==> config.mk <==
export PLATFORM = sky130hd
export DESIGN_NAME = mem_port_arbiter
export DESIGN_NICKNAME = d
export VERILOG_FILES = /design/src/rtl/mem_port_arbiter.sv
export SDC_FILE = /design/constraint.sdc
export NUM_CORES = 1
export LEC_CHECK = 0
export BUFFER_PORTS_ARGS = -buffer_cell sky130_fd_sc_hd__clkbuf_2
export CAP_MARGIN = 20
export CORE_AREA = 3 3 105 107
export CTS_BUF_LIST = sky130_fd_sc_hd__clkbuf_8
export DETAILED_ROUTE_END_ITERATION = 8
export DIE_AREA = 0 0 108 110
export GPL_TIMING_DRIVEN = 1
export PLACE_DENSITY = 0.7
export SETUP_SLACK_MARGIN = 0.1
export SLEW_MARGIN = 10
export SYNTH_ARGS = -nofsm -noshare
export SYNTH_HDL_FRONTEND = slang
export SYNTH_SLANG_ARGS = --single-unit
==> constraint.sdc <==
create_clock -name clk -period 2.6 [get_ports clk]
set_clock_uncertainty 0.15 [all_clocks]
set_input_delay 0.39 -clock clk [delete_from_list [all_inputs] [get_ports clk]]
set_output_delay 0.39 -clock clk [all_outputs]
set_load 0.01 [all_outputs]
==> src/rtl/mem_port_arbiter.sv <==
// Shares one SRAM-like bus port between fetch and load/store, one transaction in flight,
// with fixed MIPS segment translation at grant. Define MEM_ARB_RR_EN for round-robin priority.
module mem_port_arbiter #(
    parameter bit KSEG1_UNCACHED = 1'b1,
    parameter bit DATA_FIRST     = 1'b1
) (
    input  logic        clk,
    input  logic        reset,
    input  logic        inst_req,
    input  logic [31:0] inst_addr,
    output logic        inst_addr_ok,
    output logic        inst_data_ok,
    output logic [31:0] inst_rdata,
    input  logic        data_req,
    input  logic        data_wr,
    input  logic [1:0]  data_size,
    input  logic [31:0] data_addr,
    input  logic [31:0] data_wdata,
    output logic        data_addr_ok,
    output logic        data_data_ok,
    output logic [31:0] data_rdata,
    output logic        mem_req,
    output logic        mem_wr,
    output logic [1:0]  mem_size,
    output logic [31:0] mem_addr,
    output logic [31:0] mem_wdata,
    output logic        mem_uncached,
    input  logic        mem_addr_ok,
    input  logic        mem_data_ok,
    input  logic [31:0] mem_rdata
);

    typedef enum logic [1:0] {IDLE, ADDR, DATA} state_t;
    typedef enum logic {OWN_INST = 1'b0, OWN_DATA = 1'b1} owner_t;

    state_t state, state_next;
    owner_t owner;
    logic   grant_inst, grant_data;
    logic   prefer_data;
    logic [31:0] sel_vaddr;

    function automatic logic [31:0] xlate(input logic [31:0] va);
        logic [3:0] top;
        case (va[31:28])
            4'h8, 4'h9: top = va[31:28] - 4'h8;
            4'hA, 4'hB: top = va[31:28] - 4'hA;
            default:    top = va[31:28];
        endcase
        return {top, va[27:0]};
    endfunction

`ifdef MEM_ARB_RR_EN
    owner_t last_win;

    // Under contention the requester that did not win last goes first.
    always_ff @(posedge clk) begin
        if (reset)           last_win <= OWN_INST;
        else if (grant_inst) last_win <= OWN_INST;
        else if (grant_data) last_win <= OWN_DATA;
    end

    assign prefer_data = (last_win == OWN_INST);
`else
    assign prefer_data = DATA_FIRST;
`endif

    always_comb begin
        state_next = state;
        grant_inst = 1'b0;
        grant_data = 1'b0;
        case (state)
            IDLE: begin
                if (!reset) begin
                    if (data_req && (prefer_data || !inst_req)) grant_data = 1'b1;
                    else if (inst_req)                          grant_inst = 1'b1;
                end
                if (grant_inst || grant_data) state_next = ADDR;
            end
            // A data_ok arriving alongside addr_ok is not ours yet; only addr_ok counts here.
            ADDR:    if (mem_addr_ok) state_next = DATA;
            DATA:    if (mem_data_ok) state_next = IDLE;
            default: state_next = IDLE;
        endcase
    end

    assign inst_addr_ok = grant_inst;
    assign data_addr_ok = grant_data;
    assign inst_data_ok = !reset && (state == DATA) && (owner == OWN_INST) && mem_data_ok;
    assign data_data_ok = !reset && (state == DATA) && (owner == OWN_DATA) && mem_data_ok;
    assign inst_rdata   = mem_rdata;
    assign data_rdata   = mem_rdata;
    assign sel_vaddr    = grant_data ? data_addr : inst_addr;

    always_ff @(posedge clk) begin
        if (reset) state <= IDLE;
        else       state <= state_next;
    end

    always_ff @(posedge clk) begin
        if (reset) begin
            mem_req      <= 1'b0;
            mem_wr       <= 1'b0;
            mem_size     <= 2'd0;
            mem_addr     <= 32'd0;
            mem_wdata    <= 32'd0;
            mem_uncached <= 1'b0;
            owner        <= OWN_INST;
        end else begin
            case (state)
                IDLE: if (grant_inst || grant_data) begin
                    mem_req      <= 1'b1;
                    mem_wr       <= grant_data & data_wr;
                    mem_size     <= grant_data ? data_size : 2'd2;
                    mem_addr     <= xlate(sel_vaddr);
                    mem_wdata    <= grant_data ? data_wdata : 32'd0;
                    mem_uncached <= KSEG1_UNCACHED && (sel_vaddr[31:29] == 3'b101);
                    owner        <= grant_data ? OWN_DATA : OWN_INST;
                end
                ADDR: if (mem_addr_ok) mem_req <= 1'b0;
                default: ;
            endcase
        end
    end

endmodule

Word-level counts from Yosys, hierarchy flattened
Index checks and enable logic that the tools add are counted.

storage, ports and cells
  ROM bits = 0
  memories = 0
  output and inout port bits = 137
  word-level logic and storage cells = 59
  bits in writable memories = 0
  bits in registers = 72
  latch bits = 0

operators by class
  multipliers = 0
  shift-type cells = 0
  order comparisons = 0
  add/subtract/negate cells = 2
  muxes and demuxes = 21
  reductions and logical operators = 15
  eq/ne operators = 11
  div/mod/pow operators = 0
  bitwise logic cells = 2

operators with widths
  cell                                           number
  2-to-1 mux 32 bit                              2
  == test 4 bit, second input constant           4
  2-to-1 mux 1 bit                               12
  2-to-1 mux 2 bit                               4
  != test 2 bit, second input constant           4
  case mux 4 bit (2 select lines)                1
  subtractor 4 bit, second input constant        2
  case mux 2 bit (3 select lines)                1
  AND reduction 3 bit                            2
  logical AND 1 bit                              5
  OR reduction 2 bit                             2
  == test 3 bit, second input constant           1
  == test 2 x 1 -> 1 bit, second input constant  1
  == test 2 bit, second input constant           1
  zero test 2 bit                                1
  logical OR 1 bit                               2
  case mux 1 bit (2 select lines)                1
  AND reduction 2 bit                            1
  nonzero test 2 bit                             1
  AND 1 bit                                      1
  zero test 1 bit                                1
  inverter 1 bit                                 1

Depth between registers and ports, before layout
  depth after elaboration = 8
  mapped depth = 10
  depth with buffers taken out = 9

Worst setup path before layout
Ideal clock, no wire load.

  path kind = flip-flop to flip-flop
  start point = register state[1]
  end point = register mem_addr[31]
  setup slack = 0.477 ns
  setup time = 0.133 ns
  stages on the path, launching flop included = 10
  arrival time = 1.840 ns
  required time = 2.317 ns
  path through = dfxtp_1 -> nor3_4 -> nand2_2 -> inv_2 -> buf_6 -> mux2i_1 -> ha_1 -> mux4_2 -> nor4_1 -> nor4_1

on the way
  longest elaborated chain between the ends = 6
  elaborated cells between the ends (all ways) = 15
  those cells by class = 2 x add/sub; 4 x eq/ne; 4 x mux; 5 x reduce/logical

ends and longest elaborated chain
  what                                                      line     source
  from (decl)                                               36       state_t state, state_next;
  from (signal assigned)                                    96       else state <= state_next;
  zero test 2 bit (*)                                       71, 109
  branches (longest 5 deep; another with subtractor 4 bit)  n/a
  to (signal assigned)                                      114      mem_addr <= xlate(sel_vaddr);
  to (decl)                                                 25       output logic [31:0] mem_addr,

Mark *: on every way between the ends.
A chain may end at the register's enable or synchronous reset.

Final worst setup path
Same ends and word-level chain as after synthesis.

==> summary.md <==
| Metric | Value |
|---|---|
| Most frequent CP cell | nor4_1 |
| FF+latch count, synth | 72 |
| Mapped Area | 3410 um2 |
| Overall Global Routing Usage | roughly 14% |
| Crit path time final | 2.27 ns |
| Vias per inst | 4.77 |
| Die area | approximately 12,000 um2 |
| Maximum VDD drop | about 200 uV |
| DR WL/cell | 14.1 um |
| Initial core utilization | between 30% and 40% |
| Multi-input logic area | 1320 um2 |
| CTS tree | done |
| Fraction of power spent switching nets | 27.3% |
| P_sw | 0.722 mW |
| WP data arrival | approximately 2.3 ns |
| RePlAce Congestion | 0.865 |
| Number of global-route vias before repair | ~2,900 |
| Hold Path Class | in -> reg |
| Part of the cycle the worst path needs | 87.2% |
| FP Rows | 37 |
| Largest net degree at the start of global routing | 74 |
| Slew @ Worst Pin | 0.756 ns |
| Syn Area/Cell | 8.37 um2 |
| First-pass DRT Iterations | 5 |
| CTS clk-pin slew, worst paths | 0.08 ns |
| Antenna Nets Post-Route | 0 |
| FMAX | ~0.44 GHz |
| Number of hold buffers added after CTS | 0 |
| Clock root cell | clkbuf_8 |
| CP Max Fanout | 7 |
| Placed Area | 3900 um2 |
| CP max-delay cell | dfxtp_1 |
| Crit-path cells | nor3_4, nand2_2, inv_2, mux2i_1, ha_1, mux4_2, nor4_1, nor4_1 |
| Initial antenna violation count | 0 |
| Clock share of power | 36.1% |
| Most common cell after layout, fill and taps aside | clkbuf_2 |
| Inserted Diodes | 0 |
| Comb pwr share | 17.5% |
| Max-slew violations | 0 |
| Worst slew margin | between 40% and 50% |
| Internal power | 1.92 mW |
| R2r endpoint | mem_addr[31] |
| CTS Buf Count | 9 |
| Hold Path Sink | mem_addr[2] |
| Via count | 3,107 |
| Die X | around 110 um |
| Gr ovfl total | 0 |
| CP Capture Type | flop |
| Worst Path Buf+Inv | 1 |
| First-pass GRT wire length | 13,600 um |
| Synth cell types | 35 |
| Critical R2R Launch | state[1] |
| Hold depth | 3 |
| Fill cells | 1,047 |
| Die Ht | 110 um |
| Syn_nets | 546 |
| IO Pins | roughly 270 |
| Setup TNS Final | 0 ns |
| Finished Layout Cells | 651 |
| Post-synthesis sequential area ratio | between 40 and 50% |
| CP delay by family, top | simple AND/OR/NAND/NOR gates |
| Max incr delay on CP | 0.39 ns |
| Total wire length | 9180 um |
| Max-Cap Viols | 0 |
| Reg2reg path depth | 8 |
| Violation count after the first detailed-route iteration | about 330 |
| Cell count after placement | 635 |
| Fin. Hold Viols | 0 |
| Nets | 649 |
| RSZ-0062 raised after global routing | no |
| Crit path required time | 2.65 ns |
| Worst Setup Start Kind | flop |
| Final setup vio count | 0 |
| Max Root-Sink Buffers | 2 |
| Yosys warns | 0 |
| Sink Count | 72 |
| Pwr Density | 643 nW/um2 |
| CTS resizes | 0 |
| Area Overhead vs Synth | 20.6% |
| Hold Slack | 0.137 ns |
| Leakage power | 1.96 nW |
| Residual DRC | 0 |
| Post-synthesis instance total | between 400 and 500 |
| Sequential share of power | 46.4% |
| Hpwl dp | 6810 um |
| Final instance area | 4110 um2 |
| Post-CTS setup buffers | 0 |
| I/O Buffers | 177 |
| Core area | 10,200 um2 |
| Latest clock arrival within the worst-skew pair | ~0.34 ns |
| Register area | around 1400 um2 |
| Hold Startpoint | data_addr[2] |
| H-tree depth | 3 |
| Share of layout cells above drive strength 1 | 40.4% |
| Status | completed |
| WS Path Type | reg -> reg |
| Most frequent cells in the layout | 177 x clkbuf_2, 75 x nor2_1, 72 x dfxtp_1 |
| R2r setup slk | 0.33 ns |
## metal layers
| metal | wire length [um] | share of wire (%) | up-vias | track usage [%] |
|---|---|---|---|---|
| met2 | 4440 | 48 | 173 | 25.0 |
| met4 | 151 | 1.6 | 0 | 6.85 |
| met3 | 1010 | 11 | 18 | 4.89 |
| li1 | - | - | 1535 | - |
| met1 | 3580 | 39 | 1381 | 16.1 |
| met5 | 0 | 0 | - | 0 |
## final cells by class
class	count	area share, %
clock inverters	7	2.13
flip-flops and latches	72	35.1
well taps	136	4.14
inverters	3	0.274
multi-input cells	238	32.2
clock buffers	9	3.01
repair buffers	186	23.2
## power by group through the flow
stage | sequential [mW] | clock, mW | combinational (mW)
floorplan | 1.28 | 0 | 0.333
global placement | 1.25 | 0 | 0.459
detailed placement | 1.25 | 0 | 0.467
CTS | 1.23 | 0.993 | 0.468
global route | 1.23 | 1.05 | 0.520
finish | 1.23 | 0.953 | 0.463
## worst register-to-register path: stages, from the launching register on
cell and delay, ns:
dfxtp_1 0.39, nor3_4 0.28, nand2_2 0.10, inv_2 0.11, mux2i_1 0.32, ha_1 0.23
mux4_2 0.29, nor4_1 0.19, nor4_1 0.07
## metrics by stage
| stage | total power, mW | worst slack, ns | util (%) |
|---|---|---|---|
| final | 2.64 | 0.333 | 40.2 |
| after detailed placement | 1.72 | 0.273 | 38.1 |
| after global placement | 1.71 | 0.356 | 38.1 |
| after global routing | 2.80 | 0.172 | 40.2 |
| after floorplan | 1.61 | 0.477 | - |
| after CTS | 2.69 | 0.308 | 40.2 |
## sequential cells by signal, summed over array words and instances, names as in the netlist
name	count
owner	1
state	2
mem_wr	1
mem_size	2
mem_addr	32
mem_req	1
mem_uncached	1
mem_wdata	32
## cells in the mapped netlist (all sizes together)
cell | instances | share of area [%]
nor4 | 2 | 0.37
nor3b | 1 | 0.22
nor2b | 2 | 0.37
and3b | 1 | 0.26
a211oi | 1 | 0.22
and3 | 3 | 0.55
nand3b | 1 | 0.22
a221oi | 1 | 0.26
nor2 | 75 | 8.3
o21bai | 2 | 0.44
o21ai | 4 | 0.59
o31ai | 1 | 0.22
dfxtp | 72 | 42
ha | 2 | 0.73
nand2 | 62 | 6.9
clkbuf | 15 | 1.7
mux2 | 1 | 0.33
a311oi | 29 | 7.5
a2111oi | 1 | 0.26
a22oi | 34 | 7.5
nand3 | 1 | 0.15
inv | 3 | 0.33
mux2i | 2 | 0.59
buf | 79 | 17
nand2b | 2 | 0.37
nor3 | 3 | 0.77
a21oi | 5 | 0.73
o21a | 1 | 0.22
mux4 | 1 | 0.66
## kinds of logic (layout without fill, tap and decap cells)
logic type | after synthesis | after routing | synth area share (%)
flops | 72 | 72 | 42.3
simple gates | 153 | 153 | 18.4
fa+ha+maj | 2 | 2 | 0.734
compound gates | 79 | 79 | 17.9
mux | 4 | 4 | 1.58
buf+inv | 97 | 205 | 19.1
## how the worst max path moves through the flow
| stage | start | end | slack [ns] | depth (start not counted) |
|---|---|---|---|---|
| final | state[1] | mem_addr[31] | 0.33 | 8 |
| after global routing | state[1] | mem_addr[31] | 0.17 | 9 |
| after detailed placement | reset | mem_addr[31] | 0.27 | 9 |
| after floorplan | state[1] | mem_addr[31] | 0.48 | 9 |
| after CTS | state[1] | data_addr_ok | 0.31 | 5 |
| after global placement | reset | mem_addr[31] | 0.36 | 8 |
(Power assumes the default switching activity.)
